## src/rtl/miner_pkg.sv

```systemverilog
// Shared types and constants for the SHA nonce-search round scheduler.
package miner_pkg;

    typedef enum logic [2:0] {
        IDLE   = 3'd0,
        LOAD   = 3'd1,
        ROUNDS = 3'd2,
        ADD    = 3'd3,
        CHECK  = 3'd4,
        DONE   = 3'd5
    } sched_state_e;

    localparam int NUM_ROUNDS       = 64;
    localparam int ROUND_IDX_W      = 6;
    localparam int CYCLES_PER_NONCE = 67;
    // One extra bit so the round count of 64 itself is representable.
    localparam int CNT_W            = 7;

    function automatic logic [31:0] sat_inc32(input logic [31:0] v);
        return (v == 32'hFFFF_FFFF) ? v : (v + 32'd1);
    endfunction

endpackage

```

## src/rtl/flex_counter.sv

```systemverilog
// Modulo-rollover_val counter; rollover_flag marks the final count before it wraps to zero.
module flex_counter #(
    parameter int NUM_CNT_BITS = 4
) (
    input  logic                    clk,
    input  logic                    n_rst,
    input  logic                    clear,
    input  logic                    count_enable,
    input  logic [NUM_CNT_BITS-1:0] rollover_val,
    output logic [NUM_CNT_BITS-1:0] count_out,
    output logic                    rollover_flag
);

    localparam logic [NUM_CNT_BITS-1:0] CNT_ZERO = {NUM_CNT_BITS{1'b0}};
    localparam logic [NUM_CNT_BITS-1:0] CNT_ONE  = {{(NUM_CNT_BITS-1){1'b0}}, 1'b1};

    logic [NUM_CNT_BITS-1:0] count_q;
    logic [NUM_CNT_BITS-1:0] count_d;
    logic                    last_s;

    assign last_s = (count_q == (rollover_val - CNT_ONE));

    // Next count: clear dominates, otherwise step and wrap after the last count.
    always_comb begin
        count_d       = count_q;
        rollover_flag = 1'b0;
        if (clear) begin
            count_d = CNT_ZERO;
        end else if (count_enable) begin
            rollover_flag = last_s;
            count_d       = last_s ? CNT_ZERO : (count_q + CNT_ONE);
        end else begin
            count_d = count_q;
        end
    end

    // Count register.
    always_ff @(posedge clk or negedge n_rst) begin
        if (!n_rst) begin
            count_q <= CNT_ZERO;
        end else begin
            count_q <= count_d;
        end
    end

    assign count_out = count_q;

endmodule

```

## src/rtl/sha_round_sched.sv

```systemverilog
// Nonce-search scheduler: sequences load / 64 rounds / add / check per nonce over a range.
// Optional hash_count statistics output enabled by defining SHA_SCHED_STATS_EN.
module sha_round_sched
    import miner_pkg::*;
#(
    parameter int NONCE_W = 32
) (
    input  logic                   clk,
    input  logic                   n_rst,
    input  logic                   start,
    input  logic                   abort,
    input  logic [NONCE_W-1:0]     nonce_start,
    input  logic [NONCE_W-1:0]     nonce_end,
    input  logic                   hit,
    output logic                   load_en,
    output logic                   round_en,
    output logic [ROUND_IDX_W-1:0] round_idx,
    output logic                   add_en,
    output logic [NONCE_W-1:0]     nonce,
    output logic                   busy,
    output logic                   found,
    output logic                   exhausted
`ifdef SHA_SCHED_STATS_EN
    ,
    output logic [31:0]            hash_count
`endif
);

    localparam logic [CNT_W-1:0]   ROUND_ROLL_VAL = CNT_W'(NUM_ROUNDS);
    localparam logic [NONCE_W-1:0] NONCE_ONE      = {{(NONCE_W-1){1'b0}}, 1'b1};

    sched_state_e        state_q, state_d;
    logic [NONCE_W-1:0]  nonce_q, nonce_d;
    logic [NONCE_W-1:0]  end_q, end_d;
    logic                found_q, found_d;
    logic                exh_q, exh_d;
    logic                load_q, load_d;
    logic                round_q, round_d;
    logic                add_q, add_d;
    logic                busy_q, busy_d;
`ifdef SHA_SCHED_STATS_EN
    logic [31:0]         hash_q, hash_d;
`endif

    logic                abort_act_s;
    logic                cnt_clear_s;
    logic                cnt_en_s;
    logic                roll_s;
    logic [CNT_W-1:0]    cnt_s;

    assign abort_act_s = abort && (state_q != IDLE) && (state_q != DONE);
    assign cnt_clear_s = (state_q == LOAD) || abort_act_s;
    assign cnt_en_s    = (state_q == ROUNDS);

    flex_counter #(
        .NUM_CNT_BITS (CNT_W)
    ) u_round_cnt (
        .clk           (clk),
        .n_rst         (n_rst),
        .clear         (cnt_clear_s),
        .count_enable  (cnt_en_s),
        .rollover_val  (ROUND_ROLL_VAL),
        .count_out     (cnt_s),
        .rollover_flag (roll_s)
    );

    // Next-state, range/flag updates, and enables decoded from the next state.
    always_comb begin
        state_d = state_q;
        nonce_d = nonce_q;
        end_d   = end_q;
        found_d = found_q;
        exh_d   = exh_q;
`ifdef SHA_SCHED_STATS_EN
        hash_d  = hash_q;
`endif
        if (abort_act_s) begin
            // Abort beats a simultaneous hit in CHECK, so flags and the count stay untouched.
            state_d = IDLE;
            found_d = 1'b0;
            exh_d   = 1'b0;
        end else begin
            case (state_q)
                IDLE: begin
                    if (start) begin
                        state_d = LOAD;
                        nonce_d = nonce_start;
                        end_d   = nonce_end;
                        found_d = 1'b0;
                        exh_d   = 1'b0;
`ifdef SHA_SCHED_STATS_EN
                        hash_d  = 32'd0;
`endif
                    end else begin
                        state_d = IDLE;
                    end
                end
                LOAD:   state_d = ROUNDS;
                ROUNDS: state_d = roll_s ? ADD : ROUNDS;
                ADD:    state_d = CHECK;
                CHECK: begin
`ifdef SHA_SCHED_STATS_EN
                    hash_d = sat_inc32(hash_q);
`endif
                    if (hit) begin
                        found_d = 1'b1;
                        state_d = DONE;
                    end else if (nonce_q == end_q) begin
                        exh_d   = 1'b1;
                        state_d = DONE;
                    end else begin
                        nonce_d = nonce_q + NONCE_ONE;
                        state_d = LOAD;
                    end
                end
                DONE:    state_d = IDLE;
                default: state_d = IDLE;
            endcase
        end
        load_d  = (state_d == LOAD);
        round_d = (state_d == ROUNDS);
        add_d   = (state_d == ADD);
        busy_d  = (state_d != IDLE) && (state_d != DONE);
    end

    // State, nonce range, flags and registered enables.
    always_ff @(posedge clk or negedge n_rst) begin
        if (!n_rst) begin
            state_q <= IDLE;
            nonce_q <= {NONCE_W{1'b0}};
            end_q   <= {NONCE_W{1'b0}};
            found_q <= 1'b0;
            exh_q   <= 1'b0;
            load_q  <= 1'b0;
            round_q <= 1'b0;
            add_q   <= 1'b0;
            busy_q  <= 1'b0;
`ifdef SHA_SCHED_STATS_EN
            hash_q  <= 32'd0;
`endif
        end else begin
            state_q <= state_d;
            nonce_q <= nonce_d;
            end_q   <= end_d;
            found_q <= found_d;
            exh_q   <= exh_d;
            load_q  <= load_d;
            round_q <= round_d;
            add_q   <= add_d;
            busy_q  <= busy_d;
`ifdef SHA_SCHED_STATS_EN
            hash_q  <= hash_d;
`endif
        end
    end

    assign load_en   = load_q;
    assign round_en  = round_q;
    assign add_en    = add_q;
    assign nonce     = nonce_q;
    assign busy      = busy_q;
    assign found     = found_q;
    assign exhausted = exh_q;
    assign round_idx = ((state_q == ROUNDS) && !cnt_s[CNT_W-1]) ?
                       cnt_s[ROUND_IDX_W-1:0] : {ROUND_IDX_W{1'b0}};
`ifdef SHA_SCHED_STATS_EN
    assign hash_count = hash_q;
`endif

endmodule

```

## config.mk

```make
export PLATFORM = sky130hd
export DESIGN_NAME = sha_round_sched
export DESIGN_NICKNAME = d
export VERILOG_FILES = /design/src/rtl/miner_pkg.sv /design/src/rtl/flex_counter.sv /design/src/rtl/sha_round_sched.sv
export SDC_FILE = /design/constraint.sdc
export NUM_CORES = 1
export LEC_CHECK = 0
export ABC_CLOCK_PERIOD_IN_PS = 4400
export CAP_MARGIN = 20
export CORE_ASPECT_RATIO = 0.8
export CORE_MARGIN = 5
export CORE_UTILIZATION = 45
export CTS_BUF_LIST = sky130_fd_sc_hd__clkbuf_4
export DETAILED_ROUTE_END_ITERATION = 8
export DONT_BUFFER_PORTS = 1
export GPL_ROUTABILITY_DRIVEN = 0
export HOLD_SLACK_MARGIN = 0.05
export PLACE_DENSITY_LB_ADDON = 0.2
export SETUP_SLACK_MARGIN = 0.5
export SLEW_MARGIN = 20
export SYNTH_ARGS = -nofsm -noshare
export SYNTH_HDL_FRONTEND = slang
export SYNTH_HIERARCHICAL = 1
export SYNTH_SLANG_ARGS = --single-unit
```

## constraint.sdc

```tcl
create_clock -name clk -period 4.4 [get_ports clk]
set_clock_uncertainty 0.2 [all_clocks]
set_input_delay 1.1 -clock clk [delete_from_list [all_inputs] [get_ports clk]]
set_output_delay 1.1 -clock clk [all_outputs]
set_load 0.05 [all_outputs]
```

==> results of run 1 <==
power groups by stage:
stage	logic (mW)	registers [mW]	clock network (mW)
final	1.41	2.09	0.440
after detailed placement	1.40	2.11	0
after global routing	1.56	2.15	0.490
after floorplan	1.15	1.93	0
after global placement	1.37	2.10	0
after CTS	1.41	2.09	0.456
cell type report:
type	instances	share of cell area (%)
flip-flops and latches	80	38.1
repair buffers	10	1.43
clock inverters	6	1.14
clock buffers	10	1.43
well taps	144	3.43
multi-input cells	465	53.7
inverters	10	0.715
synth_stat cells (3+ instances only):
library cell / number / area, um^2
nor3_1: 17 / 85.1
or4_1: 5 / 37.5
dfrtp_1: 80 / 2000
clkbuf_1: 16 / 60.1
buf_2: 9 / 45.0
nand4_1: 19 / 119
xnor2_1: 37 / 324
buf_4: 4 / 30.0
nor2b_1: 4 / 25.0
o311ai_0: 6 / 52.6
and3_1: 6 / 37.5
o41ai_1: 4 / 35.0
a32o_1: 3 / 30.0
nor2_1: 31 / 116
o21ai_0: 13 / 65.1
a211o_1: 3 / 26.3
nor4_1: 4 / 25.0
or3_1: 4 / 25.0
nor4_4: 3 / 63.8
a31oi_1: 4 / 25.0
nand2b_1: 3 / 18.8
and4_1: 3 / 26.3
xor2_1: 8 / 70.1
o22ai_1: 4 / 25.0
buf_6: 5 / 56.3
nand3b_1: 3 / 22.5
o31ai_1: 3 / 22.5
and2_1: 11 / 68.8
nand3_1: 21 / 105
ha_1: 3 / 37.5
nand2_1: 131 / 492
a21oi_1: 21 / 105
a211oi_1: 9 / 67.6
inv_1: 9 / 33.8
o211ai_1: 8 / 60.1
logic make-up after synthesis:
kind of cell / synth area share, %
and+or+nand+nor: 29.8
DFF: 40.4
muxes: 0.202
AOI/OAI and AO/OA: 16.1
other: 0.151
xor gates and xnor gates: 7.95
buffers and inverters: 4.69
adders and majority gates: 0.757
metrics by stage:
step	utilization (%)	hold slack (ns)	worst slack, ns	cell area (um^2)
3_3_place_gp	47.1	0.282	1.27	5110
6_report	48.4	0.151	0.902	5250
2_1_floorplan	-	0.267	1.22	5050
5_1_grt	48.4	0.0865	0.706	5250
4_1_cts	48.4	0.113	0.875	5250
3_5_place_dp	47.1	0.286	1.20	5110
worst max path at each step:
stage                    start            to  depth (start not counted)
global route        state_q[1]  round_idx[0]                          4
global placement         abort     nonce[27]                          6
floorplan           state_q[2]  round_idx[0]                          4
detailed placement       abort     nonce[27]                          6
CTS                 state_q[1]  round_idx[0]                          4
finish              state_q[1]  round_idx[0]                          4
metal layers:
metal  global-route usage, %  up-vias
met5                       0        -
met4                    3.60        0
met3                    9.96        5
met2                    30.6      172
met1                    30.5     2059
li1                        -     2011
state kept, by name (all words and copies together), names as in the netlist:
signal	count
busy	1
end_q	32
exhausted	1
add_en	1
load_en	1
u_round_cnt/count_out	7
nonce	32
found	1
state_q	3
round_en	1
==> results.md, run 1 <==
* Part of the power in registers at 53.1%
* Depth of the most critical reg-to-reg path at 7
* Die X at 127 um
* DIE AREA at 0.0132 mm^2
* Mapped Area at 0.00496 mm^2
* First-pass iteration count of the detailed router at 5
* Top sig layer: met4
* Crit path max-delay cell type: dfrtp_1
* Final setup viols at 0
* WP data required at 3.10 ns
* Status: finished, final reports clean
* Drt initial violations at 313
* Final HPWL DP at 10500 um
* Final Max Tran Viols at 0
* Asr flop ratio synth at 100%
* Total GRT Usage at 21.6%
* CP top delay family: simple AND/OR/NAND/NOR gates
* Register Area at 0.00200 mm^2
* Initial antenna violation count at 0
* CP Class: reg2out
* Met3 routed WL at 1650 um
* Cell variety after synth at 76
* Post-synth top flop: dfrtp_1
* Number of remaining DRC errors at 0
* Mapped Cells at 567
* Post-Layout Cell Count at 725
* Row cnt at 34
* Sw power at 2.15 mW
* Post-route setup TNS at 0 ns
* CP Buf/Inv Count at 1
* CTS tree: yes
* Die Height at 104 um
* CTS Buf Count at 9
* Hold/Removal Path Class: in2async
* Antenna violation net count after detailed routing at 0
* Mean Syn Cell Area at 8.75 um^2
* Slew @ Worst Pin at 0.916 ns
* MaxCap Viol Count at 0
* Port Buffers at 0
* Met2 wire len at 6280 um
* Worst path arrival time at 2.20 ns
* ANT cells at 0
* Final Cycle Share at 79.5%
* Vias per inst at 5.86
* Area Growth Syn to Fin at 5.83%
* Commonest cells after routing, fill and taps aside: nand2_1, dfrtp_1, xnor2_1
* CTS H-tree depth at 3
* Largest net degree at the start of global routing at 81
* Hold bufs inserted after CTS at 0
* Rel. slew slack at 38.3%
* Via count at 4247
* CP max FO at 10
* Layout cells sized above 1 at 8.78%
* Fin. Hold Viols at 0
* Switching part of the total at 54.5%
* Metal-1 WL at 6380 um
* Worst setup EP type: output pin
* Total clock sinks at 80
* Reg-to-reg slack, setup at 1.35 ns
* Synth warn at 6
* Clock Pin Slew Worst Setup and Hold Paths at 0.12 ns
* Final Power at 3.95 mW
* Tmin final at 3.50 ns
* Seq/Total Area, Yosys at 40.4%
* Total Wirelength at 14400 um
* FF-to-FF Start: nonce[16]
* Filler Cells Inserted at 1077
* CTS root buf: clkbuf_4
* Clock tree buffer depth at 2
* Critical R2R Capture: nonce[21]
* Synthesized flop and latch total at 80
* Setup Fix Bufs, Post-CTS at 0
* Vias in the first global route at 4030
* Worst vdd ir at 0.334 mV
* Unrepaired setup endpoints after global routing: no
* Commonest non-fill, non-tap cell in the layout: nand2_1
* Global-route wire length before repair at 22500 um
* Dpl cells at 709
* Gr ovfl total at 0
* Post-CTS sizing at 0
* Worst skew pair latency at 0.44 ns
* P_leak at 2.19 nW
* Startpoint types: register
* Area occupied by multi-input gates at 0.00282 mm^2
* Internal at 1.80 mW
* Initial core utilization at 45.7%
* Crit-path cells: nor3b_1 > buf_4 > nor2b_1 > and2_1
* Post-layout nets at 648
* CP peak stage delay at 0.60 ns
* Clk pwr share at 11.1%
* Number of synthesized flops with an enable pin at 0
* Pwr per Cell Area at 752 mW/mm^2
* IO Count at 113
* Routed length per instance at 19.8 um
* Combinational fraction of design power at 35.8%
* Core area at 0.0108 mm^2
* Peak Freq at 286 MHz
Power figures use the tool's default switching activity.
==> inputs of run 2 (changes only) <==
--- a/config.mk
+++ b/config.mk
@@ -5,7 +5,7 @@
 export SDC_FILE = /design/constraint.sdc
 export NUM_CORES = 1
 export LEC_CHECK = 0
-export ABC_CLOCK_PERIOD_IN_PS = 4400
+export ABC_CLOCK_PERIOD_IN_PS = 3010
 export CAP_MARGIN = 20
 export CORE_ASPECT_RATIO = 0.8
 export CORE_MARGIN = 5
==> constraint.sdc (replaced) <==
create_clock -name clk -period 3.01 [get_ports clk]
set_clock_uncertainty 0.2 [all_clocks]
set_input_delay 0.7525 -clock clk [delete_from_list [all_inputs] [get_ports clk]]
set_output_delay 0.7525 -clock clk [all_outputs]
set_load 0.05 [all_outputs]
==> run 2 against run 1 <==
  * The flow now finishes with violations (negative hold slack)
  * Count of clock-buffer cells in the layout fell by 1
  * Core utilization rose by 6.2 points
  * Hold slack got worse by 0.39 ns
  * Clock power rose by 100%
  * Sequential share of layout area fell by 4.1 points
  * Via count rose by 8.0%
  * Combinational power rose to 2.6 times the previous value
  * Sequential power rose by 3%
  * Non-clock buffer count rose by 55
  * Cell count rose by 7.7%
  * Critical path type unchanged
==> results.md, run 2 (synthesized netlist as in run 1, its figures left out) <==
* Row cnt at 34 (unchanged)
* ANT cells at 0 (unchanged)
* Critical R2R Capture: nonce[9] (was nonce[21])
* Register Area at 0.00201 mm^2 (was 0.00200 mm^2)
* Status: finished with violations (was finished, final reports clean)
* Final HPWL DP at 11300 um (was 10500 um)
* WP data required at 2.06 ns (was 3.10 ns)
* Dpl cells at 746 (was 709)
* Initial core utilization at 45.7% (unchanged)
* Worst skew pair latency at 0.47 ns (was 0.44 ns)
* Total GRT Usage at 23.1% (was 21.6%)
* Final Cycle Share at 86.2%
* CP max FO at 6 (was 10)
* Worst vdd ir at 0.595 mV (was 0.334 mV)
* Area occupied by multi-input gates at 0.00298 mm^2 (was 0.00282 mm^2)
* Total Wirelength at 16000 um (was 14400 um)
* Hold/Removal Path Class: in2async (unchanged)
* CTS H-tree depth at 3 (unchanged)
* CP Class: reg2out (unchanged)
* Worst path arrival time at 1.64 ns (was 2.20 ns)
* Port Buffers at 0 (unchanged)
* Final setup viols at 0 (unchanged)
* Core area at 0.0108 mm^2 (unchanged)
* Die X at 127 um (unchanged)
* Clock Pin Slew Worst Setup and Hold Paths at 0.13 ns (was 0.12 ns)
* Fin Hold WS at -0.234 ns (was 0.151 ns)
* Global-route wire length before repair at 24100 um (was 22500 um)
* CTS tree: yes (unchanged)
* Worst setup EP type: output pin (unchanged)
* Vias in the first global route at 4351 (was 4030)
* Vias per inst at 5.87 (was 5.86)
* Layout cells sized above 1 at 22.4% (was 8.78%)
* CTS Buf Count at 9 (unchanged)
* Depth of the most critical reg-to-reg path at 8 (was 7)
* Startpoint types: register (unchanged)
* Failing checks: negative hold slack
* Peak Freq at 386 MHz
* Antenna violation net count after detailed routing at 0 (unchanged)
* Gr ovfl total at 0 (unchanged)
* Initial antenna violation count at 0 (unchanged)
* Drt initial violations at 367 (was 313)
* Commonest cells after routing, fill and taps aside: nand2_1, dfrtp_1, buf_4 (was nand2_1, dfrtp_1, xnor2_1)
* First-pass iteration count of the detailed router at 5 (unchanged)
* DIE AREA at 0.0132 mm^2 (unchanged)
* Post-layout nets at 705 (was 648)
* Fin. Hold Viols at 80 (was 0)
* Final Max Tran Viols at 0 (unchanged)
* Pwr per Cell Area at 1140 mW/mm^2 (was 752 mW/mm^2)
* Number of remaining DRC errors at 0 (unchanged)
* CTS root buf: clkbuf_4 (unchanged)
* Commonest non-fill, non-tap cell in the layout: nand2_1 (unchanged)
* Die Height at 104 um (unchanged)
* P_leak at 2.55 nW (was 2.19 nW)
* Tmin final at 2.59 ns
* FF-to-FF Start: nonce[13] (was nonce[16])
* Largest net degree at the start of global routing at 81 (unchanged)
* Total clock sinks at 80 (unchanged)
* Clock tree buffer depth at 2 (unchanged)
* Via count at 4586 (was 4247)
* Rel. slew slack at 48.4% (was 38.3%)
* Area Growth Syn to Fin at 19.3% (was 5.83%)
* MaxCap Viol Count at 0 (unchanged)
* Unrepaired setup endpoints after global routing: yes (was no)
* IO Count at 113 (unchanged)
* Filler Cells Inserted at 1055 (was 1077)
* Slew @ Worst Pin at 0.773 ns (was 0.916 ns)
* Routed length per instance at 20.5 um (was 19.8 um)
* Reg-to-reg slack, setup at 0.52 ns (was 1.35 ns)
* Post-Layout Cell Count at 781 (was 725)
* Post-route setup TNS at 0 ns (unchanged)
-- run 2: how the worst max path moves through the flow --
stage | from | to | depth (start not counted)
2_1_floorplan | nonce[20] | nonce[29] | 6
3_3_place_gp | abort | nonce[2] | 7
3_5_place_dp | abort | nonce[3] | 7
4_1_cts | state_q[0] | round_idx[1] | 3
5_1_grt | state_q[0] | round_idx[0] | 3
6_report | state_q[0] | round_idx[1] | 3
-- run 2: cell type report --
type / count / share of cell area (%)
timing repair buffer: 65 / 8.56
inverter: 10 / 0.677
sequential: 80 / 34.0
clock inverter: 6 / 2.24
multi-input combinational: 467 / 50.3
tap: 144 / 3.05
clock buffer: 9 / 1.14
-- run 2: routing by layer --
layer  wire length (um)  track usage, %  part of all wire, %  up-vias
met3               1790            7.19                   11       28
met4                323            7.04                  2.0        0
met1               7000            33.5                   44     2189
li1                   -               -                    -     2130
met2               6920            32.7                   43      239
met5                  0               0                    0        -
-- run 2: critical path, stage by stage, from the launching register on --
cell and delay, ns:
dfrtp_2 0.44, nor3b_4 0.22, nor2b_4 0.24, and2_4 0.26
-- run 2: timing repair --
action,4_1_cts,5_1_grt
setup buffers,3,15
pin swaps,2,7
endpoints found under the setup margin,16,48
hold endpoints to repair,80,80
cloned,0,2
gates resized for setup,15,33
-- run 2: metrics by stage --
step	power, mW	cell area [um^2]	setup slack (ns)	utilization (%)	hold slack [ns]
detailed placement	5.52	5400	0.354	49.8	0.261
global route	7.09	5920	0.341	54.5	-0.274
CTS	6.47	5660	0.392	52.2	-0.270
finish	6.72	5920	0.416	54.5	-0.234
floorplan	4.51	5060	0.507	-	0.257
global placement	5.46	5400	0.361	49.8	0.261
-- run 2: power breakdown --
group / total, mW / switching [mW] / internal, mW / leakage [nW]
sequential: 2.16 / 0.617 / 1.55 / 0.961
clock: 0.897 / 0.399 / 0.498 / 0.104
combinational: 3.66 / 2.36 / 1.30 / 1.49
total: 6.72 / 3.37 / 3.35 / 2.55
==> inputs of run 3 (changes only) <==
--- a/config.mk
+++ b/config.mk
@@ -5,7 +5,7 @@
 export SDC_FILE = /design/constraint.sdc
 export NUM_CORES = 1
 export LEC_CHECK = 0
-export ABC_CLOCK_PERIOD_IN_PS = 3010
+export ABC_CLOCK_PERIOD_IN_PS = 3200
 export CAP_MARGIN = 20
 export CORE_ASPECT_RATIO = 0.8
 export CORE_MARGIN = 5
==> constraint.sdc (replaced) <==
create_clock -name clk -period 3.2 [get_ports clk]
set_clock_uncertainty 0.2 [all_clocks]
set_input_delay 0.8 -clock clk [delete_from_list [all_inputs] [get_ports clk]]
set_output_delay 0.8 -clock clk [all_outputs]
set_load 0.05 [all_outputs]
==> run 3 against run 2 <==
  * The run still ends with negative hold slack left
  * Register-to-register slack better by 0.07 ns
  * Power is 11% lower
  * Non-clock buffer count is 15 lower
  * Sequential share of layout area is 1.3 points higher
  * Core utilization is 2.3 points lower
  * Global-route usage is 0.15 points higher
  * Critical path depth is 1 higher
  * Cell count is 2.0% lower
  * Wire length is 4.5% lower
  * Clock power is 24% lower
  * Critical endpoint is now round_idx[3]
  * Highest routed layer is now met5
==> results.md, run 3 (synthesized netlist as in run 1, its figures left out) <==
* Final HPWL DP at 11400 um (was 11300 um)
* CTS Buf Count at 9 (unchanged)
* Global-route wire length before repair at 24200 um (was 24100 um)
* Initial antenna violation count at 2 (was 0)
* Final setup viols at 0 (unchanged)
* Worst skew pair latency at 0.43 ns (was 0.47 ns)
* CP max FO at 6 (unchanged)
* WP data required at 2.20 ns (was 2.06 ns)
* Antenna violation net count after detailed routing at 0 (unchanged)
* Post-route setup TNS at 0 ns (unchanged)
* Number of remaining DRC errors at 0 (unchanged)
* Final Max Tran Viols at 0 (unchanged)
* Worst vdd ir at 0.492 mV (was 0.595 mV)
* Die X at 127 um (unchanged)
* Placed Area at 0.00539 mm^2 (was 0.00540 mm^2)
* Finished Cell Area at 0.00567 mm^2 (was 0.00592 mm^2)
* Clock Pin Slew Worst Setup and Hold Paths at 0.13 ns (about the same)
* Area Growth Syn to Fin at 14.3% (was 19.3%)
* Vias in the first global route at 4366 (was 4351)
* Reg-to-reg slack, setup at 0.59 ns (was 0.52 ns)
* Tmin final at 2.62 ns
* Drt initial violations at 484 (was 367)
* Largest net degree at the start of global routing at 81 (unchanged)
* Total Wirelength at 15300 um (was 16000 um)
* CTS H-tree depth at 3 (unchanged)
* P_leak at 2.43 nW (was 2.55 nW)
* Unrepaired setup endpoints after global routing: yes (unchanged)
* Routed length per instance at 20.0 um (was 20.5 um)
* Hold/Removal Path Class: in2async (unchanged)
* Via count at 4483 (was 4586)
* DIE AREA at 0.0132 mm^2 (unchanged)
* Pwr per Cell Area at 1060 mW/mm^2 (was 1140 mW/mm^2)
* Critical R2R Capture: nonce[29] (was nonce[9])
* Clock tree buffer depth at 2 (unchanged)
* CP startpoint: state_q[2] (was state_q[0])
* Port Buffers at 0 (unchanged)
* Peak Freq at 382 MHz
* CTS root buf: clkbuf_4 (unchanged)
* Worst path arrival time at 1.62 ns (was 1.64 ns)
* Gr ovfl total at 0 (unchanged)
* Fin. Hold Viols at 80 (unchanged)
* Crit-path cells: nor3b_2 > buf_4 > nor2b_4 > and2_4 (was nor3b_4 > nor2b_4 > and2_4)
* Rel. slew slack at 58.0% (was 48.4%)
* Fin Hold WS at -0.152 ns (was -0.234 ns)
* Crit path max-delay cell type: dfrtp_1 (was dfrtp_2)
* Status: finished with violations (unchanged)
* Final Cycle Share at 81.7%
* First-pass iteration count of the detailed router at 6 (was 5)
* Die Height at 104 um (unchanged)
* Startpoint types: register (unchanged)
* MaxCap Viol Count at 0 (unchanged)
* Core area at 0.0108 mm^2 (unchanged)
* Filler Cells Inserted at 1008 (was 1055)
* Depth of the most critical reg-to-reg path at 7 (was 8)
* Commonest cells after routing, fill and taps aside: nand2_1, dfrtp_1, buf_4 (unchanged)
* Row cnt at 34 (unchanged)
* Failing checks: negative hold slack (unchanged)
* Total GRT Usage at 23.2% (was 23.1%)
* Post-layout nets at 688 (was 705)
* Layout cells sized above 1 at 17.6% (was 22.4%)
* FF-to-FF Start: nonce[10] (was nonce[13])
* CP Class: reg2out (unchanged)
* Total clock sinks at 80 (unchanged)
* CP peak stage delay at 0.41 ns (was 0.44 ns)
* IO Count at 113 (unchanged)
* Worst setup EP type: output pin (unchanged)
* Initial core utilization at 45.7% (unchanged)
* Vias per inst at 5.86 (was 5.87)
* Slew @ Worst Pin at 0.626 ns (was 0.773 ns)
* Commonest non-fill, non-tap cell in the layout: nand2_1 (unchanged)
* CTS tree: yes (unchanged)
-- run 3: critical path: cells and delay by family (launching register included) --
family	cells	cell delay [ns]
DFF	1	0.41
and+or+nand+nor	3	0.64
buffers and inverters	1	0.15
-- run 3: through the flow --
stage / hold slack (ns) / utilization, % / setup WS (ns) / std cells / power (mW)
after floorplan: 0.267 / - / 0.531 / 590 / 4.24
after global placement: 0.284 / 49.7 / 0.377 / 743 / 5.15
after detailed placement: 0.286 / 49.7 / 0.324 / 743 / 5.20
after CTS: -0.178 / 51.4 / 0.515 / 758 / 5.91
after global routing: -0.200 / 52.2 / 0.410 / 764 / 6.36
final: -0.152 / 52.3 / 0.584 / 765 / 6.00
-- run 3: metal layers --
metal	share of wire [%]	vias up	track usage, %
met5	0.14	-	0
met4	2.7	4	7.27
met1	42	2124	32.8
met2	43	214	33.0
met3	12	31	8.42
li1	-	2110	-
-- run 3: cell type report --
| cell class | count | area [um^2] | share of cell area [%] |
|---|---|---|---|
| Timing Repair Buffer | 50 | 388 | 6.84 |
| Clock buffer | 10 | 75.1 | 1.32 |
| Inverter | 10 | 40.0 | 0.706 |
| Sequential cell | 80 | 2010 | 35.4 |
| Antenna cell | 1 | 2.50 | 0.0441 |
| Clock inverter | 5 | 82.6 | 1.46 |
| Multi-Input combinational cell | 465 | 2900 | 51.1 |
| Tap cell | 144 | 180 | 3.18 |
-- run 3: how the worst max path moves through the flow --
| stage | endpoint | slack [ns] | cells after the start |
|---|---|---|---|
| detailed placement | nonce[29] | 0.32 | 6 |
| global route | nonce[11] | 0.41 | 7 |
| floorplan | round_idx[0] | 0.53 | 4 |
| CTS | round_idx[4] | 0.52 | 4 |
| finish | round_idx[3] | 0.58 | 4 |
| global placement | nonce[30] | 0.38 | 6 |
-- run 3: where the power goes --
group / total [mW] / switching (mW) / internal, mW
clock: 0.679 / 0.356 / 0.323
sequential: 1.96 / 0.511 / 1.45
combinational: 3.36 / 2.23 / 1.13
-- run 3: what timing repair did --
item	in CTS	in global routing
endpoints found under the hold margin	80	80
pin swaps	1	3
setup buffers	0	6
gates resized for setup	15	14
endpoints found under the setup margin	13	22
